<file path="config.mk">
export PLATFORM = sky130hd
export DESIGN_NAME = instr_decode_stage
export DESIGN_NICKNAME = d
export VERILOG_FILES = /design/src/rtl/instr_decode_stage.sv
export SDC_FILE = /design/constraint.sdc
export NUM_CORES = 1
export LEC_CHECK = 0
export ABC_AREA = 1
export CORE_AREA = 5 5 119 121
export DETAILED_ROUTE_END_ITERATION = 8
export DIE_AREA = 0 0 124 126
export SETUP_SLACK_MARGIN = 0.4
export SYNTH_ARGS = -nofsm -noshare
export SYNTH_HDL_FRONTEND = slang
export SYNTH_SLANG_ARGS = --single-unit
export TNS_END_PERCENT = 50
</file>
<file path="constraint.sdc">
create_clock -name clk -period 2.6 [get_ports clk]
set_clock_uncertainty 0.15 [all_clocks]
set_input_delay 0.78 -clock clk [delete_from_list [all_inputs] [get_ports clk]]
set_output_delay 0.78 -clock clk [all_outputs]
set_load 0.1 [all_outputs]
</file>
<file path="src/rtl/instr_decode_stage.sv">
// ---------------------------------------------------------------------------
// instr_decode_stage
//
// Registered MIPS decode stage sitting between fetch and execute. Each
// accepted instruction word is split into its R/I/J fields and the 12-bit
// datapath control vector, then held in a single output register until
// downstream takes it. MFHI/MFLO are held back at the input until the most
// recent MULTU/DIVU has had MD_LATENCY cycles to produce its result.
//
// Handshake: a transfer happens on a rising edge where valid && ready are both
// high. valid, once raised, stays high with its payload stable until ready is
// seen. ready may depend combinationally on the same cycle's inputs.
//
// Ports:
//   clk, rst_n        clock (rising edge), asynchronous active-low reset
//   flush             synchronous discard of the held instruction
//   in_valid/ready    upstream handshake
//   in_instr          32-bit instruction word
//   in_pc_plus4       PC+4 of in_instr
//   out_valid/ready   downstream handshake
//   out_ctrl          {rf_we, sel_wa[1:0], sel_alu_b, sel_result[1:0],
//                      sel_pc[1:0], alu_ctrl[3:0]}
//   out_rs/rt/rd/shamt instruction register fields
//   out_sign_imm      sign-extended immediate
//   out_jump_addr     {pc_plus4[31:28], instr[25:0], 2'b00}
//   out_pc_plus4      registered PC+4
//   out_illegal       opcode/funct not recognised
// ---------------------------------------------------------------------------
module instr_decode_stage #(
    parameter int MD_LATENCY = 4
) (
    input  logic        clk,
    input  logic        rst_n,
    input  logic        flush,
    input  logic        in_valid,
    output logic        in_ready,
    input  logic [31:0] in_instr,
    input  logic [31:0] in_pc_plus4,
    output logic        out_valid,
    input  logic        out_ready,
    output logic [11:0] out_ctrl,
    output logic [4:0]  out_rs,
    output logic [4:0]  out_rt,
    output logic [4:0]  out_rd,
    output logic [4:0]  out_shamt,
    output logic [31:0] out_sign_imm,
    output logic [31:0] out_jump_addr,
    output logic [31:0] out_pc_plus4,
    output logic        out_illegal
);

    localparam logic [3:0] ALU_MULTU = 4'd7;
    localparam logic [3:0] ALU_DIVU  = 4'd8;

    // ---------------- combinational decode of the incoming word ------------
    logic [5:0]  opcode;
    logic [5:0]  funct;
    logic [11:0] dec_ctrl;
    logic        dec_illegal;
    logic        in_is_mf;

    assign opcode = in_instr[31:26];
    assign funct  = in_instr[5:0];

    always_comb begin
        dec_ctrl    = 12'h000;
        dec_illegal = 1'b0;
        case (opcode)
            6'h00: begin
                case (funct)
                    6'h20:   dec_ctrl = 12'hA42;  // ADD
                    6'h22:   dec_ctrl = 12'hA43;  // SUB
                    6'h24:   dec_ctrl = 12'hA44;  // AND
                    6'h25:   dec_ctrl = 12'hA45;  // OR
                    6'h2A:   dec_ctrl = 12'hA46;  // SLT
                    6'h19:   dec_ctrl = 12'h047;  // MULTU
                    6'h1B:   dec_ctrl = 12'h048;  // DIVU
                    6'h10:   dec_ctrl = 12'hA49;  // MFHI
                    6'h12:   dec_ctrl = 12'hA4A;  // MFLO
                    6'h08:   dec_ctrl = 12'h07B;  // JR
                    default: dec_illegal = 1'b1;
                endcase
            end
            6'h08:   dec_ctrl = 12'h940;          // ADDI
            6'h23:   dec_ctrl = 12'h900;          // LW
            6'h2B:   dec_ctrl = 12'h140;          // SW
            6'h04:   dec_ctrl = 12'h053;          // BEQ
            6'h02:   dec_ctrl = 12'h060;          // J
            6'h03:   dec_ctrl = 12'hCA0;          // JAL
            default: dec_illegal = 1'b1;
        endcase
    end

    assign in_is_mf = (opcode == 6'h00) && ((funct == 6'h10) || (funct == 6'h12));

    // ---------------- state -------------------------------------------------
    logic        out_valid_q, out_valid_d;
    logic [11:0] ctrl_q;
    logic [4:0]  rs_q, rt_q, rd_q, shamt_q;
    logic [31:0] sign_imm_q, jump_addr_q, pc_plus4_q;
    logic        illegal_q;
    logic [3:0]  md_cnt_q, md_cnt_d;

    logic held_is_md;
    logic md_hold;
    logic accept;
    logic handoff;

    // Only MULTU/DIVU decode to these ALU codes, so the held control vector
    // identifies them without a separate flag.
    assign held_is_md = out_valid_q &&
                        ((ctrl_q[3:0] == ALU_MULTU) || (ctrl_q[3:0] == ALU_DIVU));
    assign md_hold    = (md_cnt_q != 4'd0) || held_is_md;
    assign in_ready   = !flush && (!out_valid_q || out_ready) && !(in_is_mf && md_hold);
    assign accept     = in_valid && in_ready;
    // A flush discards the held word, so it never counts as handed off.
    assign handoff    = out_valid_q && out_ready && !flush;

    always_comb begin
        out_valid_d = out_valid_q;
        if (flush)        out_valid_d = 1'b0;
        else if (accept)  out_valid_d = 1'b1;
        else if (handoff) out_valid_d = 1'b0;
    end

    always_comb begin
        md_cnt_d = md_cnt_q;
        if (handoff && held_is_md) md_cnt_d = 4'(MD_LATENCY);
        else if (md_cnt_q != 4'd0) md_cnt_d = md_cnt_q - 4'd1;
    end

    always_ff @(posedge clk or negedge rst_n) begin
        if (!rst_n) begin
            out_valid_q <= 1'b0;
            md_cnt_q    <= 4'd0;
        end else begin
            out_valid_q <= out_valid_d;
            md_cnt_q    <= md_cnt_d;
        end
    end

    always_ff @(posedge clk or negedge rst_n) begin
        if (!rst_n) begin
            ctrl_q      <= 12'h000;
            rs_q        <= 5'd0;
            rt_q        <= 5'd0;
            rd_q        <= 5'd0;
            shamt_q     <= 5'd0;
            sign_imm_q  <= 32'd0;
            jump_addr_q <= 32'd0;
            pc_plus4_q  <= 32'd0;
            illegal_q   <= 1'b0;
        end else if (accept) begin
            ctrl_q      <= dec_ctrl;
            rs_q        <= in_instr[25:21];
            rt_q        <= in_instr[20:16];
            rd_q        <= in_instr[15:11];
            shamt_q     <= in_instr[10:6];
            sign_imm_q  <= {{16{in_instr[15]}}, in_instr[15:0]};
            jump_addr_q <= {in_pc_plus4[31:28], in_instr[25:0], 2'b00};
            pc_plus4_q  <= in_pc_plus4;
            illegal_q   <= dec_illegal;
        end
    end

    assign out_valid     = out_valid_q;
    assign out_ctrl      = ctrl_q;
    assign out_rs        = rs_q;
    assign out_rt        = rt_q;
    assign out_rd        = rd_q;
    assign out_shamt     = shamt_q;
    assign out_sign_imm  = sign_imm_q;
    assign out_jump_addr = jump_addr_q;
    assign out_pc_plus4  = pc_plus4_q;
    assign out_illegal   = illegal_q;

endmodule

</file>
Yosys cells after proc, flatten, opt, wreduce, memory -nomap -nowiden
Index checks and enable logic that the tools add are counted.
- add/subtract/negate cells: 1
- equal/unequal tests: 18
- multiplexer cells: 9
- reduce and logical (&&, ||, !) cells: 22
- operators with widths (operator ; count):
    $pmux 12 s10 ; 1
    $pmux 12 s7 ; 1
    $eq 6x6->1 const B ; 7
    $eq 6x5->1 const B ; 4
    $eq 6x2->1 const B ; 2
    $eq 6x4->1 const B ; 2
    $reduce_or 10->1 ; 1
    $logic_and 1x1->1 ; 9
    $mux 4 ; 2
    $eq 6x3->1 const B ; 1
    $logic_not 6->1 ; 1
    $reduce_or 6->1 ; 1
    $eq 4x3->1 const B ; 1
    $eq 4x4->1 const B ; 1
    $logic_or 1x1->1 ; 4
    $mux 1 ; 4
    $reduce_bool 4->1 ; 1
    $sub 4x1->4 const B ; 1
    $logic_not 1->1 ; 3
    $reduce_bool 3->1 ; 1
    $pmux 1 s2 ; 1
    $reduce_bool 2->1 ; 1
- register bits: 116
- input port bits: 69
- output and inout port bits: 131

Longest topological paths before layout
Gate-level depths: netlist of run 1.
- depth in word-level cells: 10
- depth in mapped cells: 12
- mapped depth without buffers: 12

Least setup slack after synthesis of run 1
Ideal clock, no wire load.
- kind: reg2out
- from: register ctrl_q[3] (netlist: out_ctrl[3])
- to: output port in_ready
- arrival: 2.071 ns
- data required time: 1.670 ns
- slack: -0.401 ns
- cell stages (with the launch flop): 9
- buffers on the path: 0
- cell sequence: dfrtp_1 inv_2 nand2_1 o21ai_1 nand3_1 nand2_1 nand2_2 nand2_1 inv_1
- longest elaborated chain between the ends: 7
- elaborated cells on any way between the ends: 8
- those cells by class: 2 x eq/ne; 6 x reduce/logical
- RTL lines (what ; line ; source):
    start, declared ; 98 ; logic [11:0] ctrl_q;
    start signal, assigned ; 154 ; ctrl_q <= dec_ctrl;
    $eq 4x3->1 / $eq 4x4->1 (equally long branches) ; 112 ; ((ctrl_q[3:0] == ALU_MULTU) || (ctrl_q[3:0] == ALU_DIVU));
    $logic_or 1x1->1 * ; 112 ;
    $logic_and 1x1->1 * ; 111 ; assign held_is_md = out_valid_q &&
    $logic_or 1x1->1 * ; 113 ; assign md_hold = (md_cnt_q != 4'd0) || held_is_md;
    $logic_and 1x1->1 * ; 114 ; assign in_ready = !flush && (!out_valid_q || out_ready) && !(in_is_mf && md_hold);
    $logic_not 1->1 * ; 114 ;
    $logic_and 1x1->1 * ; 114 ;
    end, declared ; 36 ; output logic in_ready,
Mark *: on every way between the ends. The rest lies on a longest branch, timed or not.

Worst setup path in the final report of run 1
- from: input port in_instr[3]
- to: output port in_ready
- longest elaborated chain between the ends: 6
- elaborated cells on any way between the ends: 7
- those cells by class: 2 x eq/ne; 5 x reduce/logical
- RTL lines (what ; line ; source):
    start, declared ; 37 ; input logic [31:0] in_instr,
    $eq 6x5->1 ; 94 ; assign in_is_mf = (opcode == 6'h00) && ((funct == 6'h10) || (funct == 6'h12));
    $logic_or 1x1->1 * ; 94 ;
    $logic_and 1x1->1 * ; 94 ;
    $logic_and 1x1->1 * ; 114 ;
    $logic_not 1->1 * ; 114 ;
    $logic_and 1x1->1 * ; 114 ;
Marked as above.

==> results.cfg, run 1 <==
[clocking]
ctsHtreeMaxLevel = 3
clock_latency_ns = 0.34
cts_tree = built
cts_sinks = 75
path_clk_slew_ns = 0.06
numCtsBuffers = 9
clockBufferDepth = 2
clock-root-buffer = clkbuf_16
holdBufCountCts = 0

[logic_synthesis]
synthCells = 476
ys.flop_type = dfrtp_1
synth_cell_types = 28
yosysWarnings = 0
postSynthAreaPerCell_um2 = 8.001
synthArstFlopShare_pct = 100.0
synth-seq-cells = 75
synth_edf_count = 0
yosysSeqAreaShare_pct = 49.28
syn_area_mm2 = 0.003809

[setup_path]
rrSetupSlack_ns = 0.30
required_ns = 1.67
setup.worst_path.end_class = output port
worstRegToRegCells = 15
critPathTopFamily = simple AND/OR/NAND/NOR gates
crit_buf_inv = 3
crit_fanout = 2
r2r_end = out_pc_plus4[4]
start_kind = primary input
r2r_start = md_cnt_q[0]
slowest_delay_ns = 0.21
crit_path_cell_trace = clkdlybuf4s15_2, nor2_4, nand3_4, nor2_4, nand2_2, nand2_2, clkinvlp_4, buf_12
cp_slowest_cell = clkdlybuf4s15_2
arrival_ns = 1.76
path_class = in2out

[sta]
rsz0062_at_grt = true
maxSlewViolCount = 0
timing.fmax_ghz = 0.3712
min_period_ns = 2.694
hold_viol_final = 0
fin_crit_sh_pct = 103.6
fin_ws_ns = -0.09433
finalSetupViolCount = 1

[route]
drtPass1Iterations = 4
drc_errors = 0
drt_iter0_markers = 108
vias = 3751
wirelength_mm = 13.97
wl_per_cell_um = 16.30
ant_nets = 0
vias_per_cell = 4.377

[grt]
grt_max_degree = 44
grt_use_total_pct = 16.02
grt_pass1_wl_mm = 19.30
grt_pass1_vias = 3689
overflow = 0
antenna_found_initial = 1

[outcome]
outcome = finished with violations
violations = negative setup slack

[layout]
final_cell_mix = buf_4, nand2_1, dfrtp_1, nand2_2, clkdlybuf4s50_1
final_common_cell = buf_4
syn2layout_area_growth_pct = 87.45
multi_input_area_mm2 = 0.001873
fin_nets = 748
final_util_pct = 55.00
seqCellArea_mm2 = 0.001896
fillers = 1162
drive_gt1_share_pct = 53.97

[place]
dp_slack_ns = -0.5277
globalplace.congestion = 0.9002
dpl.hpwl_mm = 8.324
port_buffers = 197

[die]
initial_core_util_pct = 29.34
coreArea_mm2 = 0.01298
die_width_um = 124
fp.dieH_um = 126
num_rows = 42
ios = 200
die-area_mm2 = 0.01562

[job]
cap_violations = 0

[pwr]
irDropWorstVdd_mv = 0.3299
power.density_mw_per_mm2 = 861.0
p_leak_nw = 3.805

[hold_path]
min-delay-path-class = in2async
layout make-up:
class                   instances  share of cell area (%)
diodes                          1                 0.03505
repair buffers                257                   36.56
flip-flops and latches         75                   26.55
repair inverters                5                   1.963
multi-input cells             302                   26.24
clock buffers                  14                   3.698
inverters                      27                   1.875
well taps                     176                   3.084
through the flow:
| step | cell area (µm²) | cells | hold WS [ns] | power, W | TNS [ns] |
|---|---|---|---|---|---|
| after floorplan | 3845 | 477 | 0.3279 | 0.004065 | -0.08569 |
| after global placement | 5612 | 799 | 0.3158 | 0.004729 | -14.79 |
| after detailed placement | 5612 | 799 | 0.3162 | 0.004753 | -17.47 |
| after CTS | 6231 | 838 | 0.2495 | 0.006005 | -0.09287 |
| after global routing | 7139 | 857 | 0.2710 | 0.006382 | -0.1428 |
| final | 7139 | 857 | 0.2429 | 0.006147 | -0.09433 |
worst max-delay path by stage:
stage	start	endpoint	slack [ns]	depth (start not counted)
after global placement	in_instr[4]	in_ready	-0.51	9
after CTS	in_instr[30]	in_ready	-0.09	10
after floorplan	in_instr[31]	in_ready	-0.09	8
after detailed placement	in_instr[31]	in_ready	-0.53	10
final	in_instr[3]	in_ready	-0.09	8
after global routing	in_instr[31]	in_ready	-0.14	10
state kept, by name (all words and copies together) (netlist names):
register,cells
out_pc_plus4,32
out_rs,4
out_ctrl,11
out_rt,4
md_cnt_q,4
out_rd,4
out_sign_imm,7
out_shamt,4
out_jump_addr,3
out_valid,1
out_illegal,1
metal layers:
metal	vias up	global-route usage (%)	routed length [µm]
met5	-	0	0
met4	0	6.637	316
met3	20	3.767	1033
met2	142	27.14	7229
met1	1794	19.37	5389
li1	1795	-	-
power by group:
part	internal (W)	leakage, nW	switching, W
clock network	0.000689	0.129	0.000455
logic	0.000855	2.75	0.00264
registers	0.00135	0.924	0.000155
Yosys cell counts, types with 2 or more instances:
library cell  instances  area share (%)
o22ai_1               2            0.33
xor2_1                2            0.46
dfrtp_1              75              49
inv_2                 5            0.49
nand2_1             227              22
buf_6                 6             1.8
nor2_2                3            0.49
nor3_1                2            0.26
o21ai_0               4            0.53
buf_4                65              13
o21ai_1              12             1.6
nand2_2               2            0.33
ha_1                  2            0.66
nand3_1              15             2.0
buf_2                 2            0.26
inv_1                21             2.1
nor2_1               20             2.0
cell families after synthesis:
kind of cell | Yosys count | synth area share, %
adders and majority gates | 2 | 0.6569
DFF | 75 | 49.28
xor gates and xnor gates | 3 | 0.6900
other | 1 | 0.09846
and+or+nand+nor | 275 | 28.94
AOI/OAI and AO/OA | 20 | 2.760
buffers and inverters | 100 | 17.58
worst register-to-register path, stage by stage (launching register included):
cell and delay, ns:
dfrtp_1 0.37, inv_2 0.06, ha_1 0.19, nand2_1 0.10, nor2_4 0.06, nand2_1 0.07
nand2_2 0.06, buf_4 0.13, buf_4 0.12, buf_6 0.11, nand3_4 0.09, buf_12 0.25
buf_12 0.18, clkinv_16 0.11, nand2_2 0.08, nand2_1 0.04
what timing repair did:
action | CTS | global route
gates cloned | 4 | 7
endpoints found under the hold margin | 0 | 0
endpoints found under the setup margin | 86 | 86
pin swaps | 16 | 64
gates resized for setup | 66 | 199
buffers inserted | 21 | 11
Power figures use the tool's default switching activity.
==> run 2: changes to the inputs <==
--- a/config.mk
+++ b/config.mk
@@ -6,9 +6,9 @@
 export NUM_CORES = 1
 export LEC_CHECK = 0
 export ABC_AREA = 1
-export CORE_AREA = 5 5 119 121
+export CORE_AREA = 2 2 116 118
 export DETAILED_ROUTE_END_ITERATION = 8
-export DIE_AREA = 0 0 124 126
+export DIE_AREA = 0 0 118 120
 export SETUP_SLACK_MARGIN = 0.4
 export SYNTH_ARGS = -nofsm -noshare
 export SYNTH_HDL_FRONTEND = slang
==> constraint.sdc (replaced) <==
create_clock -name clk -period 3.1 [get_ports clk]
set_clock_uncertainty 0.15 [all_clocks]
set_input_delay 0.93 -clock clk [delete_from_list [all_inputs] [get_ports clk]]
set_output_delay 0.93 -clock clk [all_outputs]
set_load 0.1 [all_outputs]
==> results.cfg, run 2 (synthesis results as in run 1) <==
[outcome]
outcome = finished clean

[clocking]
clockBufferDepth = 2
cts_sinks = 75
cts_tree = built
clock-root-buffer = clkbuf_16
path_clk_slew_ns = 0.06
clock_latency_ns = 0.34
numCtsBuffers = 9
ctsHtreeMaxLevel = 3

[die]
initial_core_util_pct = 29.34
fp.dieH_um = 120
die_width_um = 118
coreArea_mm2 = 0.01298
ios = 200
die-area_mm2 = 0.01416
num_rows = 42

[sta]
hold_viol_final = 0
tns_ns = 0
relSlewSlack_pct = 56.57
tightest_slew_ns = 0.6514
timing.fmax_ghz = 0.3470
maxSlewViolCount = 0
rsz0062_at_grt = true
fin_ws_ns = 0.2180
fin_crit_sh_pct = 92.97
min_period_ns = 2.882
finalSetupViolCount = 0

[route]
drc_errors = 0
ant_nets = 0
vias = 3607
drt_iter0_markers = 145
wl_per_cell_um = 13.97
vias_per_cell = 4.304
drtPass1Iterations = 5
wirelength_mm = 11.71

[place]
dp_slack_ns = -0.2523
dpl.hpwl_mm = 7.418
globalplace.congestion = 0.9276
port_buffers = 197

[grt]
antenna_found_initial = 0
grt_use_total_pct = 15.25
grt_max_degree = 68
grt_pass1_vias = 3469
overflow = 0
grt_pass1_wl_mm = 17.28

[setup_path]
start_kind = primary input
crit_fanout = 3
setup.worst_path.end_class = output port
arrival_ns = 1.80
required_ns = 2.02
path_class = in2out

[pwr]
p_switching_w = 0.002615
irDropWorstVdd_mv = 0.3694
seqPwrFrac_pct = 24.5
internal_power_w = 0.002509
switching_share_pct = 51.04
combPwrFrac_pct = 51.0
power.clock.fraction_pct = 24.5
power.density_mw_per_mm2 = 856.5
p_leak_nw = 3.252

[layout]
drive_gt1_share_pct = 34.74
fillers = 1275
largest_reg_flops = 32
antenna_cells = 0
final_util_pct = 46.10
syn2layout_area_growth_pct = 57.10
fin_nets = 728
final_cell_mix = nand2_1, buf_4, dfrtp_1, clkdlybuf4s50_1, nor2_1
final_common_cell = nand2_1

[job]
cap_violations = 0

[hold_path]
min-delay-path-class = reg2reg
run 2: per-layer routing:
metal	up-vias	share of wire (%)	GRT usage (%)	wire length [µm]
met5	-	0	0	0
met4	0	1.5	4.895	170
met3	17	7.2	6.179	845
met2	149	50	25.84	5892
met1	1688	41	17.60	4799
li1	1753	-	-	-
run 2: power groups by stage:
| stage | registers, W | logic, W | clock network [W] |
|---|---|---|---|
| final | 0.00126 | 0.00261 | 0.00126 |
| after CTS | 0.00125 | 0.00259 | 0.00130 |
| after floorplan | 0.00213 | 0.00127 | 0 |
| after detailed placement | 0.00127 | 0.00257 | 0 |
| after global routing | 0.00128 | 0.00270 | 0.00133 |
| after global placement | 0.00126 | 0.00255 | 0 |
run 2: cell type report:
| class | instances | area (µm²) | share of cell area [%] |
|---|---|---|---|
| clock buffers | 12 | 266.5 | 4.454 |
| clock inverters | 4 | 95.09 | 1.589 |
| inverters | 27 | 127.6 | 2.133 |
| multi-input cells | 302 | 1320 | 22.06 |
| flip-flops and latches | 75 | 1883 | 31.47 |
| well taps | 176 | 220.2 | 3.680 |
| repair buffers | 241 | 2059 | 34.42 |
| repair inverters | 1 | 11.26 | 0.1882 |
run 2: critical path, stage by stage:
cell,delay [ns]
buf_8,0.10
nor2_4,0.11
nand3_2,0.08
inv_2,0.08
nand2_4,0.07
nor2_4,0.10
nand2_2,0.07
nand2_2,0.06
inv_2,0.04
buf_12,0.15
run 2: worst paths after layout:
kind / slack [ns] / from / cells past startpoint / endpoint
worst max-delay path: 0.22 / in_instr[31] / 10 / in_ready
worst min-delay path: 0.33 / out_ctrl[4] / 2 / out_ctrl[4]
worst max register to register: 0.92 / out_valid / 13 / out_pc_plus4[9]
worst min register to register: 0.33 / out_ctrl[4] / 2 / out_ctrl[4]
max in group asynchronous: 1.72 / rst_n / 2 / out_sign_imm[1]
min in group asynchronous: 0.45 / rst_n / 1 / out_rd[0]
run 2: stage by stage:
stage               instances  hold WS [ns]  power [W]  instance area, µm²
floorplan                 477        0.3279   0.003404                3819
global placement          796        0.3139   0.003813                5300
detailed placement        796        0.3201   0.003835                5300
CTS                       826        0.3362   0.005137                5801
global route              838        0.3545   0.005311                5983
finish                    838        0.3329   0.005125                5983
run 2: timing repair:
action | CTS | global route
gates cloned | 0 | 4
setup endpoints to repair | 1 | 72
hold buffers | 0 | 0
pin swaps | 11 | 11
buffers inserted | 14 | 8
resized for setup | 52 | 15
